<file path="src/rtl/debounce_pkg.sv">
// Shared constants and types for the DIP switch debouncer.
package debounce_pkg;

  localparam int unsigned DEFAULT_SAMPLE_DIV     = 6000;
  localparam int unsigned DEFAULT_STABLE_SAMPLES = 8;
  localparam int unsigned NUM_SW_BITS            = 8;

  typedef logic [NUM_SW_BITS-1:0] sw_vec_t;

endpackage

</file>
<file path="src/rtl/bit_debouncer.sv">
// Single-bit stability qualifier: accepts a new value after STABLE_SAMPLES
// consecutive ticks on which the synchronized input differs from the output.
module bit_debouncer
  import debounce_pkg::*;
#(
  parameter int unsigned STABLE_SAMPLES = DEFAULT_STABLE_SAMPLES
) (
  input  logic clk,
  input  logic reset,
  input  logic tick,
  input  logic sync,
  output logic db,
  output logic flip
);

  localparam int unsigned   CW      = $clog2(STABLE_SAMPLES);
  localparam logic [CW-1:0] CNT_MAX = CW'(STABLE_SAMPLES - 1);

  logic [CW-1:0] cnt_q, cnt_d;
  logic          db_q,  db_d;

  // flip is asserted in the tick cycle that commits a new value, so the
  // parent can register it alongside db_q.
  always_comb begin
    cnt_d = cnt_q;
    db_d  = db_q;
    flip  = 1'b0;
    if (tick) begin
      if (sync == db_q) begin
        cnt_d = '0;
      end else if (cnt_q == CNT_MAX) begin
        db_d  = sync;
        cnt_d = '0;
        flip  = 1'b1;
      end else begin
        cnt_d = cnt_q + CW'(1);
      end
    end
  end

  always_ff @(posedge clk) begin
    if (!reset) begin
      cnt_q <= '0;
      db_q  <= 1'b0;
    end else begin
      cnt_q <= cnt_d;
      db_q  <= db_d;
    end
  end

  assign db = db_q;

endmodule

</file>
<file path="src/rtl/dip_debouncer.sv">
// Synchronizes and debounces two 4-bit DIP banks; pulses changed for one
// cycle whenever any debounced bit updates.
module dip_debouncer
  import debounce_pkg::*;
#(
  parameter int unsigned SAMPLE_DIV     = DEFAULT_SAMPLE_DIV,
  parameter int unsigned STABLE_SAMPLES = DEFAULT_STABLE_SAMPLES
) (
  input  logic       clk,
  input  logic       reset,
  input  logic [3:0] s1,
  input  logic [3:0] s2,
  output logic [3:0] s1_db,
  output logic [3:0] s2_db,
  output logic       changed
);

  localparam int unsigned   PW   = $clog2(SAMPLE_DIV);
  localparam logic [PW-1:0] PMAX = PW'(SAMPLE_DIV - 1);

  sw_vec_t       sync1_q, sync2_q;
  logic [PW-1:0] presc_q, presc_d;
  logic          tick;
  sw_vec_t       db;
  sw_vec_t       flip;
  logic          changed_q, changed_d;

  assign tick      = (presc_q == PMAX);
  assign presc_d   = tick ? '0 : presc_q + PW'(1);
  assign changed_d = |flip;

  always_ff @(posedge clk) begin
    if (!reset) begin
      sync1_q   <= '0;
      sync2_q   <= '0;
      presc_q   <= '0;
      changed_q <= 1'b0;
    end else begin
      sync1_q   <= {s2, s1};
      sync2_q   <= sync1_q;
      presc_q   <= presc_d;
      changed_q <= changed_d;
    end
  end

  for (genvar i = 0; i < NUM_SW_BITS; i++) begin : g_bit
    bit_debouncer #(
      .STABLE_SAMPLES(STABLE_SAMPLES)
    ) u_bit (
      .clk  (clk),
      .reset(reset),
      .tick (tick),
      .sync (sync2_q[i]),
      .db   (db[i]),
      .flip (flip[i])
    );
  end

  assign s1_db   = db[3:0];
  assign s2_db   = db[7:4];
  assign changed = changed_q;

endmodule

</file>
<file path="config.mk">
export PLATFORM = sky130hd
export DESIGN_NAME = dip_debouncer
export DESIGN_NICKNAME = d
export VERILOG_FILES = /design/src/rtl/debounce_pkg.sv /design/src/rtl/bit_debouncer.sv /design/src/rtl/dip_debouncer.sv
export SDC_FILE = /design/constraint.sdc
export NUM_CORES = 1
export LEC_CHECK = 0
export CORE_MARGIN = 2
export CORE_UTILIZATION = 45
export CTS_CLUSTER_SIZE = 8
export DETAILED_ROUTE_END_ITERATION = 10
export GPL_TIMING_DRIVEN = 0
export PLACE_DENSITY = 0.72
export SYNTH_ARGS = -nofsm -noshare
export SYNTH_HDL_FRONTEND = slang
export SYNTH_SLANG_ARGS = --single-unit
</file>
<file path="constraint.sdc">
create_clock -name clk -period 2.6 [get_ports clk]
set_input_delay 0.78 -clock clk [delete_from_list [all_inputs] [get_ports clk]]
set_output_delay 0.78 -clock clk [all_outputs]
set_load 0.05 [all_outputs]
</file>
# After elaboration in Yosys (flattened, before gate mapping)
# Cells that the tools add are included.
op_classes:
  addsub: 9
  n_eq_ne: 17
  muxes: 40
  n_bitwise: 9
  reduce_logical: 10
op_table:
  columns: ["operator", "n"]
  rows:
  - ["2-to-1 mux 3 bit", 16]
  - ["adder 3 x 1 -> 3 bit, second input constant", 8]
  - ["== test 3 bit, second input constant", 8]
  - ["2-to-1 mux 1 bit", 24]
  - ["AND reduction 3 bit", 8]
  - ["adder 13 x 1 -> 13 bit, second input constant", 1]
  - ["== test 13 bit, second input constant", 1]
  - ["inverter 1 bit", 9]
  - ["== test 1 bit", 8]
  - ["OR reduction 8 bit", 1]
  - ["OR reduction 2 bit", 1]
totals:
  reg_bits: 62
  in_bits: 10
  output_inout_bits: 9
  word_cells: 105

# Longest topological paths before layout
# Gate-level depths: netlist (run 1).
depth:
  depth_word: 5
  ltp_mapped: 8
  ltp_nobuf: 5

# Hierarchy
# Synthesis (run 1) repeated with hierarchy kept, for this count alone.
hier_totals:
  cells_unflattened: 269
  hier_area_um2: 2665.1
modules_own_cells:
  columns: ["mod", "n_inst", "cells_per_inst", "area_per_inst_um2", "seq_area_each_um2"]
  rows:
  - ["bit_debouncer", 8, 21, 201.4, 80.1]
  - ["dip_debouncer", 1, 101, 1053.5, 600.6]

# Worst setup path after synthesis (run 1)
# OpenSTA, ideal clock, no wires.
synth_path:
  kind: "flip-flop to flip-flop"
  start: "register presc_q[0]"
  end: "register g_bit[0].u_bit.db_q"
  arrival_ps: 1518
  required_time_ps: 2484
  setup_slack_ps: 966
  path_stages_with_launch: 8
  path_buffers: 3
  period_less_slack_ps: 1634
  cell_sequence: "dfxtp_1 -> ha_1 -> and3_1 -> buf_4 -> and4_1 -> buf_4 -> buf_6 -> a41o_1"
synth_via:
  elab_chain_len: 2
synth_rtl:
  columns: ["element", "line", "rtl"]
  rows:
  - ["start, declared", "dip_debouncer.sv:22", "logic [PW-1:0] presc_q, presc_d;"]
  - ["start signal, assigned", "dip_debouncer.sv:41", "presc_q <= presc_d;"]
  - ["== test 13 bit", "dip_debouncer.sv:28", "assign tick = (presc_q == PMAX);"]
  - ["AND reduction 3 bit (no line)", null, null]
  - ["end signal, assigned", "bit_debouncer.sv:44", "db_q <= 1'b0;"]
  - ["end signal, assigned", "bit_debouncer.sv:47", "db_q <= db_d;"]
  - ["end, declared", "bit_debouncer.sv:20", "logic db_q, db_d;"]
# Every way passes these cells.
# A chain may end at the register's enable or synchronous reset.

# Worst setup path after layout (run 1)
layout_path:
  start: "register g_bit[3].u_bit.db_q"
  end: "output s1_db[3]"
layout_rtl:
  columns: ["element", "line", "rtl"]
  rows:
  - ["start, declared", "bit_debouncer.sv:20", null]
  - ["start signal, assigned", "bit_debouncer.sv:44", null]
  - ["start signal, assigned", "bit_debouncer.sv:47", null]
  - ["end, declared", "dip_debouncer.sv:13", "output logic [3:0] s1_db,"]
# No word-level cell between the ends.

==> results of run 1 <==
[flip-flops by register name (all words and copies together) (netlist names)]
| signal | count |
|---|---|
| sync2_q | 8 |
| presc_q | 13 |
| sync1_q | 8 |
| changed | 1 |
| g_bit.u_bit.db | 8 |
| g_bit.u_bit.cnt_q | 24 |
[cell usage in the layout (no fill, tap or decap), types with 5 or more instances in the layout]
master           synthesis  routed
and3_1                   5       5
nand2_1                 36      36
ha_1                    17      17
a21boi_1                24      24
nand3_1                 23      23
clkbuf_1                10      10
nor2_1                  15      15
and2_1                  17      17
nor2b_1                  5       5
a21oi_1                  8       8
dfxtp_1                 62      62
clkdlybuf4s50_1          0      17
a41o_1                   8       8
buf_4                   10      10
xor2_1                  13      13
clkbuf_8                 0      11
nand4_1                  6       6
[worst max path at each step]
| stage | start | endpoint | cells after the start |
|---|---|---|---|
| floorplan | presc_q[0] | g_bit[0].u_bit.db | 7 |
| global placement | g_bit[6].u_bit.db | s2_db[2] | 2 |
| detailed placement | g_bit[3].u_bit.db | s1_db[3] | 2 |
| CTS | g_bit[3].u_bit.db | s1_db[3] | 2 |
| global route | g_bit[3].u_bit.db | s1_db[3] | 2 |
| finish | g_bit[3].u_bit.db | s1_db[3] | 2 |
[layer usage]
metal  up-vias  track usage  share of wire
li1       1039            -              -
met4         0       0.0750          0.015
met5         -            0              0
met1       971        0.210           0.48
met3         7       0.0593          0.029
met2        26        0.294           0.47
[logic make-up (layout without fill, tap and decap cells)]
logic type | after synthesis | after routing | synth area share
adder cells (fa/ha/maj) | 17 | 17 | 0.0784
flip-flops | 62 | 62 | 0.458
AND/OR/NAND/NOR | 118 | 118 | 0.221
XOR/XNOR | 17 | 17 | 0.0549
buffers and inverters | 24 | 57 | 0.0581
AO/OA/AOI/OAI | 47 | 47 | 0.130
[area by class of cell]
type,count,share of cell area
Buffer,24,0.0495
Clock buffer,11,0.0475
Clock inverter,5,0.0181
Multi-Input combinational cell,199,0.412
Sequential cell,62,0.390
Tap cell,75,0.0295
Timing Repair Buffer,17,0.0534
[where the power goes]
part	switching, mW	total [mW]	leakage [nW]	internal, mW
combinational	0.0285	0.0578	0.802	0.0293
clock	0.385	0.878	0.0976	0.493
sequential	0.00868	0.974	0.503	0.965
[through the flow]
step	setup slack, ns	cell area, sq um	std cells
finish	0.166	3190	393
global route	0.117	3190	393
CTS	0.143	3190	393
detailed placement	0.514	2980	377
global placement	0.538	2980	377
floorplan	0.966	2710	285
==> reports/metrics.cfg, run 1 <==
[clock_network]
root_buffer=clkbuf_8
cts_tree=done
clkSlewWorstSetupHoldPaths_ns=0.08
cts_made_buffers=9
insertion_delay_ns=0.34
cts_hold_buf=0
cts_max_level=3
cts_resized=0
clock-sinks=62
cts_buffer_depth=2
post_cts_buffers=0

[routing]
drt-pass1-iter-count=4
routed_via_density=5.20
ant_nets=0
routedWlPerCell_microns=13.3
dr_total_vias=2043
drc=0
drtIter0Drc=48
wirelength_mm=5.24

[outcome]
status=finished, final reports clean

[setup_path]
cp_slowest_cell=clkdlybuf4s50_1
slowest_delay_ns=0.78
r2r_end=g_bit[1].u_bit.cnt_q[2]
crit_buf_inv=2
critPathMaxFanout=3
cp-end-kind=output pin
ff2ff_path_depth=7
r2r_start=presc_q[0]
worstSetupStartpointType=flip-flop
r2r_slack_ns=0.67
cp.arrival_ns=1.65
critical_path_class=flip-flop to output pin
cp_cell_sequence=buf_4, clkdlybuf4s50_1
crit_family=buffers and inverters
critPathRequiredTime_ns=1.82

[global_routing]
grt_usage=0.177
grt_max_degree=12
overflow=0
antenna_found_initial=0
grt_pass1_wl_mm=8.73
first_global_vias=1951

[worst_hold_path]
hold_class=flip-flop to flip-flop
hold-path-cell-count=1
hold_end=sync2_q[0]
hold_start=sync1_q[0]

[power]
p_leak_nw=1.40
p_per_area_mw_per_mm2=599
fin_total_pwr_mw=1.91
ir_drop_mv=0.454

[sta]
period_needed_ns=2.43
tns_ns=0
clock.fmax_mhz=411
holdWs_ns=0.421
worst_pin_slew_ns=0.528
finalSetupViolations=0
hold_viol=0
slew_viol_final=0
rsz0062_at_grt=no
max_slew_margin=0.648
skew_ns=0.0103
fin_crit_sh=0.936

[logic_synthesis]
yosysTopAreaCell=dfxtp_1
synth_flop_cell=dfxtp_1
synthArstFlopShare=0
synth_cell_type_count=30
ys_top_cells_by_area=dfxtp_1 (46%), ha_1 (7.8%), a21boi_1 (6.6%)
synth_edf_count=0
netlist.area_leader.share=0.458
synthCells=285
synth_nets=312
yosys_warnings=0
synth_area_sq_mm=0.00271
seq_area_frac_synth=0.458
yosys.cell_count.top_type=dfxtp_1
avgSynthCellArea_sq_um=9.52
yosys_register_bits=62
ys_top_cells_by_count=dfxtp_1 (62), nand2_1 (36), a21boi_1 (24)

[layout]
drive_gt1_frac=0.0975
fin_util=0.541
layout.nets=340
n_antenna_cell=0
nFillCells=560
syn_to_final_growth_pct=17.4
multi_input_area_sq_mm=0.00131
regArea_sq_mm=0.00124

[floorplanning]
fp.dieArea_sq_mm=0.00667
io_pins=19
core_area_sq_mm=0.00589
num_rows=28
die_x_microns=81.6
start_util=0.461
dieHeight_microns=81.6

[place]
hpwl_mm=3.68
port_buffers=17
gp_congestion=0.783

[job]
max_cap_viol_count=0

Power figures use the tool's default switching activity.
==> run 2, diff against run 1 <==
Settings changed: SETUP_SLACK_MARGIN set to 0.4.
==> run 2 against run 1 <==
  * Combinational power about the same
  * First-iteration DRC count unchanged
  * Wire length down 0.19%
  * Utilization down 0.15 points
  * Cell area down 0.27%
  * Setup slack better by 0.30 ns
  * Critical path type unchanged
==> reports/metrics.cfg, run 2 (same netlist as run 1, synthesis figures left out) <==
[outcome]
status=finished, final reports clean

[sta]
fin_crit_sh=0.822
clock.fmax_mhz=468
max_slew_margin=0.657
tns_ns=0
rsz0062_at_grt=no
hold_viol=0
slew_viol_final=0
finalSetupViolations=0
holdWs_ns=0.422
skew_ns=0.00999
period_needed_ns=2.14
worst_pin_slew_ns=0.515

[place]
hpwl_mm=3.68
dp_cells=377
gp_congestion=0.783
port_buffers=17
dpl-instance-area_sq_mm=0.00298

[setup_path]
cp.arrival_ns=1.36
r2r_start=presc_q[0]
critPathMaxFanout=3
worstSetupStartpointType=flip-flop
critical_path_class=flip-flop to output pin
critPathRequiredTime_ns=1.82
crit_start=g_bit[7].u_bit.db
cp-end-kind=output pin

[power]
p_leak_nw=1.44
fin_total_pwr_mw=1.91
ir_drop_mv=0.454
p_per_area_mw_per_mm2=600

[global_routing]
antenna_found_initial=0
grt_max_degree=12
overflow=0
grt_pass1_wl_mm=8.75
first_global_vias=1951
grt_usage=0.178

[clock_network]
cts_made_buffers=9
insertion_delay_ns=0.34
cts_tree=done
root_buffer=clkbuf_8
cts_max_level=3
clkSlewWorstSetupHoldPaths_ns=0.07
cts_buffer_depth=2
clock-sinks=62
cts_hold_buf=0
post_cts_buffers=0

[floorplanning]
num_rows=28
die_x_microns=81.6
dieHeight_microns=81.6
core_area_sq_mm=0.00589
start_util=0.461
io_pins=19
fp.dieArea_sq_mm=0.00667

[routing]
drt-pass1-iter-count=4
drtIter0Drc=48
wirelength_mm=5.23
drc=0
dr_total_vias=2029
routedWlPerCell_microns=13.3
ant_nets=0
routed_via_density=5.16

[worst_hold_path]
hold_start=sync1_q[0]
hold_class=flip-flop to flip-flop

[layout]
top_register=g_bit.u_bit.cnt_q
n_antenna_cell=0
layout_commonest_cell=dfxtp_1
final_cell_mix=dfxtp_1 (62), nand2_1 (36), a21boi_1 (24)
layout.nets=340
design_area_sq_mm=0.00318
syn_to_final_growth_pct=17.1
fin_cells=393
drive_gt1_frac=0.0975
largestRegisters=g_bit.u_bit.cnt_q (24), presc_q (13)
largest_register_ffs=24

[job]
max_cap_viol_count=0

run 2: stage by stage:
step                worst slack [ns]  utilization
global placement               0.538        0.506
floorplan                      0.966            -
detailed placement             0.514        0.506
global route                   0.403        0.540
CTS                            0.416        0.539
finish                         0.464        0.540
run 2: power by group:
part           internal, mW  total (mW)  switching [mW]  leakage (nW)
Combinational        0.0293      0.0578          0.0284         0.838
Sequential            0.965       0.974         0.00870         0.503
Clock                 0.493       0.876           0.384        0.0976
Total                  1.49        1.91           0.421          1.44
run 2: worst max-delay path, stage by stage, from the launching register on:
cell           delay, ns
dfxtp_1             0.38
buf_4               0.12
dlygate4sd2_1       0.51
run 2: path summary, 6_finish.rpt:
kind | cells past startpoint | endpoint | slack [ns]
setup / recovery | 2 | s2_db[3] | 0.46
hold / removal | 1 | sync2_q[0] | 0.42
setup reg to reg | 7 | g_bit[1].u_bit.cnt_q[2] | 0.68
hold reg to reg | 1 | sync2_q[0] | 0.42
run 2: routing by layer:
| metal | vias to the layer above | share of wire | global-route usage |
|---|---|---|---|
| met1 | 961 | 0.48 | 0.210 |
| li1 | 1038 | - | - |
| met2 | 23 | 0.48 | 0.295 |
| met4 | 0 | 0.015 | 0.0750 |
| met5 | - | 0 | 0 |
| met3 | 7 | 0.030 | 0.0593 |
run 2: timing repair:
action	in CTS	in global routing
endpoints found under the hold margin	0	0
resized for setup	9	2
endpoints found under the setup margin	9	2
run 2: cell type report:
cell class / instances / area (sq um)
Fill cell: 561 / 2710
Timing Repair Buffer: 17 / 161
Tap cell: 75 / 93.8
Buffer: 24 / 158
Sequential cell: 62 / 1240
Clock buffer: 11 / 151
Clock inverter: 5 / 57.6
Multi-Input combinational cell: 199 / 1310
